**src/rtl/keypad_pkg.sv**
```systemverilog
// Shared types, sizes and the column-priority helper for the 4x4 keypad scanner.
package keypad_pkg;

  localparam int ROWS  = 4;
  localparam int COLS  = 4;
  localparam int KEY_W = 4;

  typedef enum logic [1:0] {
    ST_SCAN     = 2'd0,
    ST_DEBOUNCE = 2'd1,
    ST_PRESSED  = 2'd2
  } scan_state_t;

  // Lowest set column wins; an all-zero input maps to column 0.
  function automatic logic [1:0] lowest_col(input logic [3:0] c);
    logic [1:0] idx;
    idx = 2'd0;
    if (c[0])      idx = 2'd0;
    else if (c[1]) idx = 2'd1;
    else if (c[2]) idx = 2'd2;
    else if (c[3]) idx = 2'd3;
    return idx;
  endfunction

endpackage

```
**src/rtl/sync_2ff.sv**
```systemverilog
// Two-flop synchroniser for asynchronous level inputs, reset to zero.
module sync_2ff #(
  parameter int WIDTH = 4
) (
  input  logic             clk,
  input  logic             rst_n,
  input  logic [WIDTH-1:0] i_d,
  output logic [WIDTH-1:0] o_q
);

  logic [WIDTH-1:0] r_meta;
  logic [WIDTH-1:0] r_sync;

  always_ff @(posedge clk or negedge rst_n) begin
    if (!rst_n) begin
      r_meta <= '0;
      r_sync <= '0;
    end else begin
      r_meta <= i_d;
      r_sync <= r_meta;
    end
  end

  assign o_q = r_sync;

endmodule

```
**src/rtl/keypad_scanner_4x4.sv**
```systemverilog
// Row scanner for a 4x4 matrix keypad: drives a 2:4 row decoder, samples the
// synchronised columns once per row dwell, debounces and reports one code per press.
module keypad_scanner_4x4
  import keypad_pkg::*;
#(
  parameter int SCAN_DIV = 8,
  parameter int DEBOUNCE = 3
) (
  input  logic       clk,
  input  logic       rst_n,
  input  logic [3:0] col,
  output logic [1:0] row_sel,
  output logic       row_en,
  output logic [3:0] key_code,
  output logic       key_valid,
  output logic       key_held
);

  localparam int DW = $clog2(SCAN_DIV);
  localparam int CW = $clog2(DEBOUNCE + 1);
  localparam logic [DW-1:0] DWELL_LAST = DW'(SCAN_DIV - 1);
  localparam logic [CW-1:0] CNT_TGT    = CW'(DEBOUNCE);

  logic [3:0]       w_col_s;
  logic             w_sample;
  logic [1:0]       w_low;
  logic             w_any;

  logic [DW-1:0]    r_dwell;
  logic [1:0]       r_row;
  scan_state_t      r_state;
  logic [1:0]       r_cand_col;
  logic [CW-1:0]    r_match;
  logic [CW-1:0]    r_rel;
  logic [KEY_W-1:0] r_key_code;
  logic             r_key_valid;
  logic             r_key_held;

  sync_2ff #(.WIDTH(COLS)) u_col_sync (
    .clk   (clk),
    .rst_n (rst_n),
    .i_d   (col),
    .o_q   (w_col_s)
  );

  assign w_sample = (r_dwell == DWELL_LAST);
  assign w_low    = lowest_col(w_col_s);
  assign w_any    = |w_col_s;

  always_ff @(posedge clk or negedge rst_n) begin
    if (!rst_n) begin
      r_dwell <= '0;
    end else if (w_sample) begin
      r_dwell <= '0;
    end else begin
      r_dwell <= r_dwell + DW'(1);
    end
  end

  // The row only moves on a sample edge, so it changes exactly as dwell wraps to 0.
  always_ff @(posedge clk or negedge rst_n) begin
    if (!rst_n) begin
      r_row       <= 2'd0;
      r_state     <= ST_SCAN;
      r_cand_col  <= 2'd0;
      r_match     <= '0;
      r_rel       <= '0;
      r_key_code  <= '0;
      r_key_valid <= 1'b0;
      r_key_held  <= 1'b0;
    end else begin
      r_key_valid <= 1'b0;
      if (w_sample) begin
        case (r_state)
          ST_SCAN: begin
            if (w_any) begin
              r_cand_col <= w_low;
              if (DEBOUNCE == 1) begin
                r_key_code  <= {r_row, w_low};
                r_key_valid <= 1'b1;
                r_key_held  <= 1'b1;
                r_rel       <= '0;
                r_state     <= ST_PRESSED;
              end else begin
                r_match <= CW'(1);
                r_state <= ST_DEBOUNCE;
              end
            end else begin
              r_row <= r_row + 2'd1;
            end
          end
          ST_DEBOUNCE: begin
            if (w_any && (w_low == r_cand_col)) begin
              if ((r_match + CW'(1)) == CNT_TGT) begin
                r_key_code  <= {r_row, r_cand_col};
                r_key_valid <= 1'b1;
                r_key_held  <= 1'b1;
                r_rel       <= '0;
                r_state     <= ST_PRESSED;
              end else begin
                r_match <= r_match + CW'(1);
              end
            end else begin
              r_row   <= r_row + 2'd1;
              r_state <= ST_SCAN;
            end
          end
          ST_PRESSED: begin
            // Only the accepted key's column matters; other keys are ignored.
            if (!w_col_s[r_cand_col]) begin
              if ((r_rel + CW'(1)) == CNT_TGT) begin
                r_key_held <= 1'b0;
                r_rel      <= '0;
                r_row      <= r_row + 2'd1;
                r_state    <= ST_SCAN;
              end else begin
                r_rel <= r_rel + CW'(1);
              end
            end else begin
              r_rel <= '0;
            end
          end
          default: begin
            r_state <= ST_SCAN;
          end
        endcase
      end
    end
  end

  // Break-before-make: the decoder is disabled during the dwell-0 cycle.
  assign row_en    = (r_dwell != '0);
  assign row_sel   = r_row;
  assign key_code  = r_key_code;
  assign key_valid = r_key_valid;
  assign key_held  = r_key_held;

endmodule

```
**config.mk**
```make
export PLATFORM = sky130hd
export DESIGN_NAME = keypad_scanner_4x4
export DESIGN_NICKNAME = d
export VERILOG_FILES = /design/src/rtl/keypad_pkg.sv /design/src/rtl/sync_2ff.sv /design/src/rtl/keypad_scanner_4x4.sv
export SDC_FILE = /design/constraint.sdc
export NUM_CORES = 1
export LEC_CHECK = 0
export ABC_AREA = 1
export CORE_MARGIN = 2
export CORE_UTILIZATION = 40
export CTS_BUF_LIST = sky130_fd_sc_hd__clkbuf_16
export DETAILED_ROUTE_END_ITERATION = 10
export DONT_BUFFER_PORTS = 1
export PLACE_DENSITY = 0.63
export SYNTH_ARGS = -nofsm -noshare
export SYNTH_HDL_FRONTEND = slang
export SYNTH_SLANG_ARGS = --single-unit
```
**constraint.sdc**
```tcl
create_clock -name clk -period 2.5 [get_ports clk]
set_clock_uncertainty 0.2 [all_clocks]
set_input_delay 0.625 -clock clk [delete_from_list [all_inputs] [get_ports clk]]
set_output_delay 0.625 -clock clk [all_outputs]
set_load 0.02 [all_outputs]
```
# Yosys cells after proc, flatten, opt, wreduce, memory -nomap -nowiden
# Index checks and enable logic that the tools add are counted.
dict set report totals {
  wordCells 80
  regBits 27
  input_bits 6
  output_inout_bits 9
}
dict set report classes {
  addsub 4
  n_eq_ne 15
  magnitude_cmp 1
  n_mux 35
  n_reduce_logical 14
}
# cell n
set ops {}
lappend ops {{$mux 2} 19}
lappend ops {{$ne 2x2->1 const B} 8}
lappend ops {{$pmux 2 s3} 2}
lappend ops {{$reduce_and 6->1} 2}
lappend ops {{$reduce_and 5->1} 2}
lappend ops {{$mux 1} 9}
lappend ops {{$pmux 2 s2} 2}
lappend ops {{$reduce_and 4->1} 2}
lappend ops {{$add 2x1->2 const B} 3}
lappend ops {{$eq 2x2->1 const B} 3}
lappend ops {{$reduce_bool 3->1} 2}
lappend ops {{$reduce_bool 2->1} 2}
lappend ops {{$reduce_or 4->1} 1}
lappend ops {{$add 3x1->3 const B} 1}
lappend ops {{$eq 3x3->1 const B} 1}
lappend ops {{$lt 2x3->1 const B} 1}
lappend ops {{$mux 3} 1}
lappend ops {{$ne 3x3->1 const B} 1}
lappend ops {{$reduce_and 3->1} 1}
lappend ops {{$bmux 1 s2} 1}
lappend ops {{$eq 2x1->1 const B} 1}
lappend ops {{$eq 2x2->1} 1}
lappend ops {{$logic_not 2->1} 1}
lappend ops {{$pmux 1 s2} 1}
lappend ops {{$logic_and 1x1->1} 1}

# Depth between registers and ports, before layout
# Gate-level depths: netlist of the first run.
dict set report logic_depth {
  word_depth 9
  mapped_depth 10
  mapped_depth_nobuf 10
}

# Cells and area by module
# A second synthesis of the first run with hierarchy kept.
dict set report hier_totals {
  cells_unflattened 146
  area_unflattened_um2 1228.7
}
# module cells_per_inst area_each_um2 seq_area_each_um2 instances
set modules_own_cells {}
lappend modules_own_cells {keypad_scanner_4x4 138 1028.5 475.5 1}
lappend modules_own_cells {sync_2ff 8 200.2 200.2 1}

# Least setup slack after synthesis of the first run
# No wires, ideal clock.
dict set report synth_timing {
  path_kind {reg-to-reg}
  startpoint {reg r_dwell[0]}
  endpoint {reg r_key_code[3], in the netlist key_code[3]}
  required_ps 2183
  n_path_buf 1
  arrival_time_ps 1311
  path_stages_with_launch 10
  setup_time_ps 117
  synth_period_minus_slack_ps 1629
  setup_slack_ps 871
  path_cell_list {dfrtp_1 ha_1 ha_1 buf_2 inv_1 nor2_4 nand4_4 inv_2 nand2_1 nand2_1}
}
dict set report synth_between {
  elab_chain_cells 2
}
# element line
set synth_lines {}
lappend synth_lines {{start, declared} keypad_scanner_4x4.sv:29} ;# logic [DW-1:0] r_dwell;
lappend synth_lines {{start signal, assigned} keypad_scanner_4x4.sv:56} ;# r_dwell <= r_dwell + DW'(1);
lappend synth_lines {{$eq 3x3->1} keypad_scanner_4x4.sv:46} ;# assign w_sample = (r_dwell == DWELL_LAST);
lappend synth_lines {{$reduce_and 4->1 (no line)} n/a}
lappend synth_lines {{end signal, assigned} keypad_scanner_4x4.sv:79} ;# r_key_code <= {r_row, w_low};
lappend synth_lines {{end signal, assigned} keypad_scanner_4x4.sv:95} ;# r_key_code <= {r_row, r_cand_col};
lappend synth_lines {{end, declared} keypad_scanner_4x4.sv:35} ;# logic [KEY_W-1:0] r_key_code;
# No other way between the ends.
# A chain may end at the register's enable or synchronous reset.

# Worst setup path after layout of the first run
dict set report layout_timing {
  startpoint {reg r_dwell[0]}
  endpoint {out row_en}
}
dict set report layout_between {
  elab_chain_cells 1
}
# element line
set layout_lines {}
lappend layout_lines {{$reduce_bool 3->1} keypad_scanner_4x4.sv:132} ;# assign row_en = (r_dwell != '0);
lappend layout_lines {{end, declared} keypad_scanner_4x4.sv:13} ;# output logic row_en,
# No other way between the ends.

==> summary.md, run 1 <==
| Metric | Value |
|---|---|
| Kind of critical path | `flop to primary output` |
| Filler cell count | `280` |
| Cells after DPL | `between 150 and 200` |
| Antenna cells | `0` |
| HPWL Detailed | `~1600 um` |
| Peak supply drop | `approximately 0.46 mV` |
| Mapped Area | `between 1000 and 1500 um^2` |
| Clk sinks | `27` |
| Endpoint type of the worst setup path | `primary output` |
| CTS tree | `done` |
| Maximum clock frequency | `535 MHz` |
| Layout cells sized above 1 | `a little over a tenth` |
| Hold path cells | `0` |
| Row cnt | `20` |
| Reg2Reg Depth | `7` |
| Core Util, Final | `a little under half` |
| Worst r2r src | `r_dwell[0]` |
| Initial antenna violation count | `0` |
| Initial DRC Count | `44` |
| Total congestion overflow | `0` |
| CP Launch Type | `flop` |
| DR pass1 iterations | `4` |
| Routed WL | `2120 um` |
| Root Driver | `clkbuf_16` |
| H-tree levels | `1` |
| Hold endpoint | `u_col_sync.o_q[1]` |
| Worst slew pin tran | `between 0.3 and 0.4 ns` |
| Drt drc | `0` |
| Boundary pin count | `15` |
| P_leak | `0.739 nW` |
| Reg clk slew, reported paths | `about 0.060 ns` |
| Final Non-Filler Cells | `between 150 and 200` |
| RSZ-0062 raised after global routing | `no` |
| Pins Over Slew Limit | `0` |
| Max-slew headroom | `78.8%` |
| CP required | `about 1.7 ns` |
| Hold_sp | `u_col_sync.r_meta[1]` |
| Max-Cap Viols | `0` |
| Syn_nets | `156` |
| Area occupied by multi-input gates | `just under 500 um^2` |
| Nets | `approximately 160` |
| Wire per inst | `~11 um` |
| Synth top area share | `approximately 54%` |
| Final RePlAce weighted congestion | `between 0.8 and 0.9` |
| Tot GR Track Use | `between 10% and 20%` |
| R2R Path End | `key_code[0]` |
| Die X | `60.0 um` |
| Library cells used by synthesis | `19` |
| Maximum fanout along the worst path | `3` |
| Setup-failing EPs final | `0` |
| TritonCTS Buffers | `3` |
| Synthesized area per cell | `around 8.6 um^2` |
| Syn. warnings | `0` |
| Largest net degree at the start of global routing | `28` |
| Total negative setup slack | `0 ns` |
| Overall power | `0.00127 W` |
| Synthesized flop and latch total | `27` |
| Outcome | `finished, final reports clean` |
| Sequential share of the synthesized area | `53.8%` |
| Starting density of the core | `around two fifths` |
| Register area | `just under 700 um^2` |
| Largest buffer count on any clock path | `2` |
| Routed vias | `just over 900` |
| Worst reg-to-reg setup slack | `around 0.7 ns` |
| Core area | `about 3000 um^2` |
| Area delta synth->final | `12.7%` |
| HP Class | `flop to flop` |
| Die Height | `~60 um` |
| First-pass GRT wire length | `3970 um` |
| WP data arrival | `approximately 1.0 ns` |
| DRT antenna net count | `0` |
| Post-cts resize count | `0` |
| Via density | `4.75` |
| Cell Pwr Density | `between 800 and 900 nW/um^2` |
| Later-pin clock latency in the skew report | `~0.26 ns` |
| Die area | `approximately 3600 um^2` |
| Commonest non-fill, non-tap cell in the layout | `nand2_1` |
| Hold Vio Cnt, Final | `0` |
| Mapped Cells | `between 100 and 150` |
| Final Cycle Share | `approximately 75%` |
| Port-buffer cells | `0` |
| Vias in the first global route | `around 900` |
| Commonest non-fill, non-tap cells in the layout | `45 x nand2_1, 27 x dfrtp_1, 18 x inv_1` |
| Synth area leaders | `dfrtp_1 54%, nand2_1 13%, inv_1 5.4%, nand3_1 4.4%, ha_1 4.0%` |
| Final critical-path required period | `1.87 ns` |
| Area leader, netlist | `dfrtp_1` |
[worst max path at each step]
stage	start	endpoint	cells after the start
2_1_floorplan	r_dwell[0]	key_code[3]	9
3_3_place_gp	r_dwell[0]	key_code[0]	7
3_5_place_dp	r_dwell[0]	key_code[0]	7
4_1_cts	r_dwell[0]	row_en	3
5_1_grt	r_dwell[0]	r_state[0]	9
6_report	r_dwell[0]	row_en	3
[registers in the layout, summed over array words and instances (netlist names)]
| name | flops |
|---|---|
| key_code | 4 |
| u_col_sync.r_meta | 4 |
| r_dwell | 3 |
| r_match | 2 |
| r_cand_col | 2 |
| row_sel | 2 |
| key_held | 1 |
| key_valid | 1 |
| r_rel | 2 |
| u_col_sync.o_q | 4 |
| r_state | 2 |
[layer usage]
| metal | track usage (%) | wire, um |
|---|---|---|
| met2 | 24.8 | 1000 |
| met5 | 0 | 0 |
| met1 | 18.3 | 975 |
| met3 | 4.55 | 111 |
| met4 | 5.71 | 35 |
[worst max-delay path: stages, from the launching register on]
cell	delay (ns)
dfrtp_1	0.37
inv_1	0.06
ha_1	0.19
nand2_1	0.17
[timing repair]
action	CTS	global route
buffers inserted	0	0
hold buffers	2	0
endpoints found under the hold margin	27	0
[stage by stage]
stage               hold slack, ns  instance area (um^2)  setup WS, ns
detailed placement           0.130                  1310         0.681
finish                       0.147                  1420         0.632
CTS                          0.151                  1420         0.620
global placement             0.130                  1310         0.750
floorplan                    0.129                  1260         0.871
global route                 0.151                  1420         0.539
[cell type report]
cell class	count	share of cell area [%]
well taps	44	3.89
flip-flops and latches	27	47.7
inverters	21	5.57
repair buffers	2	2.12
multi-input cells	97	35.1
clock buffers	3	5.30
clock inverters	1	0.353
[cell families (layout without fill, tap and decap cells)]
logic type	after synthesis	after routing	synth area share, %
buf+inv	22	27	6.67
fa+ha+maj	4	4	3.98
flops	27	27	53.8
simple gates	84	84	31.7
compound gates	8	8	3.19
xor+xnor	1	1	0.697
[power by group]
group	internal (W)	switching [W]	leakage (nW)
sequential	0.000505	0.0000997	0.342
clock	0.000216	0.000140	0.0409
combinational	0.000101	0.000206	0.356
total	0.000822	0.000445	0.739
[synth_stat cells]
master	n
o21ai_1	4
a21oi_1	2
nor2_2	1
nand4_1	7
nor2_4	2
nand3_2	1
nor2_1	12
nand4_4	1
inv_2	3
buf_2	1
nand2_1	45
xor2_1	1
inv_1	18
o21ai_0	2
nand2_2	3
dfrtp_1	27
ha_1	4
nand3_1	11
or2_1	1
Note: power is estimated with default switching activity, not from simulation.
==> run 2, diff against run 1 <==
--- a/config.mk
+++ b/config.mk
@@ -11,7 +11,7 @@
 export CTS_BUF_LIST = sky130_fd_sc_hd__clkbuf_16
 export DETAILED_ROUTE_END_ITERATION = 10
 export DONT_BUFFER_PORTS = 1
-export PLACE_DENSITY = 0.63
+export PLACE_DENSITY = 0.65
 export SYNTH_ARGS = -nofsm -noshare
 export SYNTH_HDL_FRONTEND = slang
 export SYNTH_SLANG_ARGS = --single-unit
==> constraint.sdc (replaced) <==
create_clock -name clk -period 1.7 [get_ports clk]
set_clock_uncertainty 0.2 [all_clocks]
set_input_delay 0.425 -clock clk [delete_from_list [all_inputs] [get_ports clk]]
set_output_delay 0.425 -clock clk [all_outputs]
set_load 0.02 [all_outputs]
==> summary.md, run 2 (synthesis gave the netlist of run 1 again) <==
| Metric | Value |
|---|---|
| Row cnt | `20` |
| Outcome | `finished, final reports clean` |
| Maximum fanout along the worst path | `3` |
| Cells after DPL | `190` |
| DRT antenna net count | `0` |
| First-pass GRT wire length | `around 3800 um` |
| Starting density of the core | `41.5%` |
| Hold Vio Cnt, Final | `0` |
| Antenna cells | `0` |
| Reg clk slew, reported paths | `around 0.060 ns` |
| Hold Worst Slack | `around 0.15 ns` |
| Commonest non-fill, non-tap cells in the layout | `42 x nand2_1, 26 x dfrtp_1, 18 x inv_1` |
| CTS tree | `done` |
| Maximum clock frequency | `approximately 620 MHz` |
| Final Non-Filler Cells | `200` |
| DR pass1 iterations | `4` |
| Max-slew headroom | `between 70 and 80%` |
| Max-Cap Viols | `0` |
| Endpoint type of the worst setup path | `primary output` |
| WP data arrival | `0.99 ns` |
| Final Worst Setup Slack | `around 0.084 ns` |
| Register area | `roughly 680 um^2` |
| Pre-CTS WS | `roughly 0.11 ns` |
| Die Height | `between 60 and 70 um` |
| Final RePlAce weighted congestion | `~0.85` |
| Drt drc | `0` |
| Clk sinks | `27` |
| HPWL Detailed | `between 1500 and 2000 um` |
| Filler cell count | `280` |
| CP required | `around 1.1 ns` |
| Final Cycle Share | `a little over nine tenths` |
| Kind of critical path | `flop to primary output` |
| Setup-failing EPs final | `0` |
| Die X | `between 60 and 70 um` |
| Peak supply drop | `around 0.76 mV` |
| Via density | `about 4.7` |
| Port-buffer cells | `0` |
| Worst slew pin tran | `~0.30 ns` |
| Root Driver | `clkbuf_16` |
| Routed WL | `around 2200 um` |
| Final critical-path required period | `1.62 ns` |
| TritonCTS Buffers | `3` |
| Area occupied by multi-input gates | `522 um^2` |
| Tot GR Track Use | `between 10% and 20%` |
| CP Launch Type | `flop` |
| Total congestion overflow | `0` |
| Commonest non-fill, non-tap cell in the layout | `nand2_1` |
| Nets | `between 150 and 200` |
| Die area | `between 3000 and 4000 um^2` |
| Routed vias | `930` |
| Initial DRC Count | `8` |
| RSZ-0062 raised after global routing | `no` |
| Core area | `just over 3000 um^2` |
| Boundary pin count | `15` |
| Later-pin clock latency in the skew report | `~0.26 ns` |
| HP Class | `flop to flop` |
| H-tree levels | `1` |
| Layout cells sized above 1 | `14.7%` |
| Vias in the first global route | `about 950` |
| Largest buffer count on any clock path | `2` |
| P_leak | `~0.76 nW` |
| Pins Over Slew Limit | `0` |
| Total negative setup slack | `0 ns` |
| Post-CTS setup buffers | `0` |
| Worst reg-to-reg setup slack | `0.13 ns` |
| Area delta synth->final | `18.5%` |
| Cell Pwr Density | `roughly 1300 nW/um^2` |
| Wire per inst | `~11 um` |
| Largest net degree at the start of global routing | `28` |
| Initial antenna violation count | `0` |
-- run 2: worst paths after layout --
check / from / endpoint / depth (start not counted)
max in group asynchronous: rst_n / r_cand_col[0] / 2
hold / removal: u_col_sync.r_meta[3] / u_col_sync.o_q[3] / 0
setup reg to reg: r_state[0] / r_match[1] / 8
min in group asynchronous: rst_n / row_sel[0] / 2
hold reg to reg: u_col_sync.r_meta[3] / u_col_sync.o_q[3] / 0
setup / recovery: r_dwell[0] / row_en / 3
-- run 2: final cells by class --
| cell class | count | share of cell area, % |
|---|---|---|
| Multi-Input combinational cell | 97 | 35.0 |
| Clock inverter | 1 | 0.252 |
| Sequential cell | 27 | 45.5 |
| Inverter | 21 | 5.29 |
| Tap cell | 44 | 3.70 |
| Clock buffer | 3 | 5.04 |
| Timing Repair Buffer | 7 | 5.21 |
-- run 2: critical path, cell delays in order (launching register included) --
cell	delay, ns
dfrtp_1	0.36
inv_1	0.05
ha_1	0.20
nand2_2	0.12
-- run 2: routing by layer --
metal / track usage (%) / up-vias / routed length (um)
met2: 26.1 / 18 / 1080
met3: 4.11 / 3 / 84
met1: 15.9 / 428 / 970
met4: 2.54 / 0 / 15
li1: - / 481 / -
met5: 0 / - / 0
-- run 2: where the power goes --
group	total (W)	switching, W	internal (W)	leakage [nW]
clock	0.000516	0.000202	0.000314	0.0423
combinational	0.000494	0.000321	0.000172	0.381
sequential	0.000889	0.000145	0.000744	0.340
total	0.00190	0.000668	0.00123	0.764
-- run 2: timing repair --
action | in CTS | in global routing
hold endpoints to repair | 31 | 0
setup endpoints to repair | 0 | 11
resized for setup | 0 | 9
hold buffers | 6 | 0
-- run 2: metrics by stage --
step,power (W),instance area [um^2],utilization [%]
after global placement,0.00131,1310,43.4
after detailed placement,0.00133,1310,43.4
after CTS,0.00188,1460,48.3
after floorplan,0.00123,1260,-
final,0.00190,1490,49.2
after global routing,0.00204,1490,49.2
==> RTL change 1, RTL diff (settings of run 1) <==
Change the parameter `SCAN_DIV` from 8 to 32.
--- a/src/rtl/keypad_scanner_4x4.sv
+++ b/src/rtl/keypad_scanner_4x4.sv
@@ -5,3 +5,3 @@
 #(
-  parameter int SCAN_DIV = 8,
+  parameter int SCAN_DIV = 32,
   parameter int DEBOUNCE = 3
Function: changed (Yosys sat finds a counterexample within 10 cycles, from zero or initial values and one cycle with rst_n low).
==> RTL change 1 against run 1 <==
  * Setup slack lost 0.18 ns
  * Sequential cell count is 2 higher
  * Area after synthesis increased by 8.3%
  * Design area is 11% higher
  * Wire length rose by 10%
  * Maximum frequency fell by 8.6%
  * Register-to-register slack worse by 0.22 ns
  * Largest cell class unchanged
  * Highest routed layer unchanged
Power is not compared: it rests on default switching activity, and its combinational part moved more than twofold at a synthesized area within 25%.
==> RTL change 1: results (changes against run 1) <==
Max FO, Critical Path 9 (was 3); Clock buf/inv share 8.74% (was 5.65%); placed cells 206 (was 189); library cells used by synthesis 22 (was 19); fill cell count 317 (was 280); Total GRT Usage 14.2% (was 15.0%); Min Hold Slack 0.143 ns (was 0.147 ns); Area contributors post-synth dfrtp_1 (53%), nand2_1 (13%), nor2_1 (4.7%) (was dfrtp_1 (54%), nand2_1 (13%), inv_1 (5.4%)); routed wl met2 1.06 mm (was 1.00 mm); Post-DP Area 0.00141 mm² (was 0.00131 mm²); leakage power 0.810 nW; worst reg2reg path depth 9 (was 7); area occupied by registers 726 µm² (was 676 µm²); tap cells 46 (was 44); hpwl dp 1.73 mm (was 1.59 mm); DR iter-0 viols 28 (was 44); Hold Crit Start u_col_sync.r_meta[3]$_DFF_PN0_ (was u_col_sync.r_meta[1]$_DFF_PN0_); Worst R2R Setup Slack 0.46 ns (was 0.68 ns); fraction of layout cells with a size suffix above 1 16.5% (was 10.6%); gpl congestion 0.852 (was 0.827); largest net degree at the start of global routing 30 (was 28); final net count 179 (was 162); Hold Crit Endpoint u_col_sync.o_q[3]$_DFF_PN0_ (was u_col_sync.o_q[1]$_DFF_PN0_); most instantiated cells after synthesis nand2_1 (46), dfrtp_1 (29), nor2_1 (17) (was nand2_1 (45), dfrtp_1 (27), inv_1 (18)); fraction of area in registers 46.1% (was 47.7%); Clock transition at path regs 0.05 ns; Rel. slew slack 79.3% (was 78.8%); status finished, final reports clean (unchanged); DR top layer met4 (unchanged); post-synthesis sequential area ratio 53.4% (was 53.8%); Via density 4.66 (was 4.75); top cell type's share of synthesized area 53.4% (was 53.8%); multi-input logic cell count 109 (was 97); Signal buf overhead 1.91% (was 2.12%); Synth Net Count 171 (was 156); wirelength, routed 2.34 mm (was 2.12 mm); r2r endpoint row_sel[0]$_DFFE_PN0P_ (was key_code[0]$_DFFE_PN0P_); global-route wire length before repair 4.21 mm (was 3.97 mm); Final min period 2.04 ns (was 1.87 ns); DR WL met3 130 µm (was 111 µm); average size of a mapped cell 8.45 µm² (was 8.60 µm²); Met1 Wirelength 1.10 mm (was 975 µm); WS Path Type flop to flop (was flop to output port); WP data arrival 2.00 ns (was 1.04 ns); H-tree depth 2 (was 1); Post-Place Worst Slack 0.480 ns (was 0.681 ns); HP Class flop to flop (unchanged); worst vdd ir 428 µV; via count 1,007 (was 927); vias in the first global route 958 (was 923); inverter count 22 (was 21); Clock buffer cells 5 (was 3); async set or reset register ratio after synthesis 100% (unchanged); number of synthesized register bits 29 (was 27)
RTL change 1: layer usage:
layer | global-route usage (%) | vias to the layer above
li1 | - | 515
met4 | 8.33 | 0
met2 | 21.9 | 22
met3 | 5.98 | 4
met5 | 0 | -
met1 | 16.6 | 466
RTL change 1: cells by family (layout without fill, tap and decap cells):
| kind of cell | Yosys count | in the layout | synth area share [%] |
|---|---|---|---|
| simple gates | 93 | 93 | 31.3 |
| flops | 29 | 29 | 53.4 |
| buf+inv | 23 | 32 | 6.99 |
| compound gates | 11 | 11 | 4.05 |
| fa+ha+maj | 4 | 4 | 3.68 |
| xor+xnor | 1 | 1 | 0.644 |
RTL change 1: worst max-delay path, delay by kind of cell (launching register included):
family                     cells  cell delay [ns]
adders and majority gates      2             0.51
and+or+nand+nor                6             0.66
DFF                            1             0.38
buffers and inverters          1             0.18
RTL change 1: repair_timing:
action	CTS	global route
setup endpoints to repair	0	0
hold endpoints to repair	29	0
setup buffers	0	0
hold buffers	2	0
==> RTL change 2, RTL diff (config.mk and constraints of run 1) <==
Without the edit above. Re-encode `scan_state_t` (3 states) as one-hot, 3 bits wide.
--- a/src/rtl/keypad_pkg.sv
+++ b/src/rtl/keypad_pkg.sv
@@ -7,6 +7,6 @@
 
-  typedef enum logic [1:0] {
-    ST_SCAN     = 2'd0,
-    ST_DEBOUNCE = 2'd1,
-    ST_PRESSED  = 2'd2
+  typedef enum logic [2:0] {
+    ST_SCAN     = 3'b001,
+    ST_DEBOUNCE = 3'b010,
+    ST_PRESSED  = 3'b100
   } scan_state_t;
Behaviour: same outputs for any inputs over 10 cycles, from zero or initial values and one cycle with rst_n low; not proved beyond that.
==> RTL change 2 against run 1 <==
  * Setup slack worse by 0.0047 ns
  * Sequential share of layout area down 3.4 points
  * Sequential cell count up 1
  * Area after synthesis up 11%
  * Design area up 12%
  * Clock power up 31%
  * Power up 15%
  * Wire length up 17%
  * Core utilization up 0.69 points
  * Critical endpoint unchanged
  * Largest power group unchanged
==> RTL change 2: results (changes against run 1) <==
Hold Crit Start u_col_sync.r_meta[2]$_DFF_PN0_ (was u_col_sync.r_meta[1]$_DFF_PN0_); hpwl dp 1.82 mm (was 1.59 mm); fraction of layout cells with a size suffix above 1 20.2% (was 10.6%); Port-buffer cells 0 (unchanged); Rel. slew slack 79.7% (was 78.8%); via count 1,031 (was 927); vias in the first global route 1,054 (was 923); Worst-Skew Late Latency 0.26 ns (about the same); gpl congestion 0.806 (was 0.827); Max FO, Critical Path 3 (unchanged); switching power 493 µW (was 445 µW); Total GRT Usage 14.8% (was 15.0%); status finished, final reports clean (unchanged); crit path from r_dwell[0]$_DFF_PN0_ (unchanged); library cells used by synthesis 23 (was 19); largest net degree at the start of global routing 29 (was 28); DR iter-0 viols 25 (was 44); async set or reset register ratio after synthesis 100% (unchanged); fill cell count 322 (was 280); Root Buffer clkbuf_16 (unchanged); post-synthesis sequential area ratio 50.3% (was 53.8%); Synth warnings 0 (unchanged); global-route wire length before repair 4.57 mm (was 3.97 mm); most instantiated cells after synthesis nand2_1 (44), dfrtp_1 (27), inv_1 (20) (was nand2_1 (45), dfrtp_1 (27), inv_1 (18)); diode count 0 (unchanged); First-pass DRT Iterations 4 (unchanged); met2 Usage GRT 25.4% (was 24.8%); top_reg_cell synth dfrtp_1 (unchanged); WP data arrival 1.05 ns; worst vdd ir 467 µV (was 457 µV); postcts setup bufs 0 (unchanged); clock buffer depth 2 (unchanged); Synth Net Count 168 (was 156); leakage power 0.801 nW (was 0.739 nW); Global Route met1 Usage 18.2% (was 18.3%); Area contributors post-synth dfrtp_1 (48%), nand2_1 (12%), inv_1 (5.4%) (was dfrtp_1 (54%), nand2_1 (13%), inv_1 (5.4%)); critical path's slowest cell dfrtp_1 (unchanged); WL/cell 11.9 µm (was 10.9 µm); GR Util met3 2.32% (was 4.55%)
[RTL change 2: final cells by class]
class / count / area, µm² / share of cell area (%)
multi-input cells: 106 / 598 / 37.8
repair buffers: 2 / 30.0 / 1.90
clock inverters: 1 / 30.0 / 1.90
inverters: 23 / 91.3 / 5.77
well taps: 46 / 57.6 / 3.63
clock buffers: 3 / 75.1 / 4.74
flip-flops and latches: 28 / 702 / 44.3
[RTL change 2: cell families after synthesis]
| group | synth area share [%] |
|---|---|
| adder cells (fa/ha/maj) | 3.58 |
| flip-flops | 50.3 |
| XOR/XNOR | 0.627 |
| AND/OR/NAND/NOR | 34.5 |
| AO/OA/AOI/OAI | 4.12 |
| buffers and inverters | 6.90 |
[RTL change 2: power by group through the flow]
stage / sequential (mW) / clock, mW / combinational, mW
floorplan: 0.628 / 0 / 0.284
global placement: 0.644 / 0 / 0.331
detailed placement: 0.646 / 0 / 0.338
CTS: 0.640 / 0.474 / 0.357
global route: 0.653 / 0.497 / 0.407
finish: 0.639 / 0.465 / 0.354
[RTL change 2: path summary, 6_finish.rpt]
path | end | slack (ns) | cells past startpoint
min in group asynchronous | r_state[2]$_DFFE_PN0P_ | 0.60 | 2
min | u_col_sync.o_q[2]$_DFF_PN0_ | 0.15 | 0
max in group asynchronous | r_state[0]$_DFFE_PN1P_ | 1.28 | 2
min reg2reg | u_col_sync.o_q[2]$_DFF_PN0_ | 0.15 | 0
max reg2reg | row_sel[0]$_DFFE_PN0P_ | 0.73 | 7
max | row_en | 0.63 | 3
[RTL change 2: metal layers]
layer  routed length (µm)  vias up  part of all wire (%)
met5                    0        -                     0
met3                   81        5                   3.3
met2                 1210       21                    49
li1                     -      515                     -
met4                   53        0                   2.1
met1                 1140      490                    46
[RTL change 2: per-stage QoR]
step	cells	area, µm²	worst slack [ns]	power (mW)
after CTS	209	1580	0.623	1.47
after detailed placement	203	1450	0.769	0.984
final	209	1580	0.628	1.46
after floorplan	158	1400	0.909	0.911
after global routing	209	1580	0.561	1.56
after global placement	203	1450	0.823	0.975
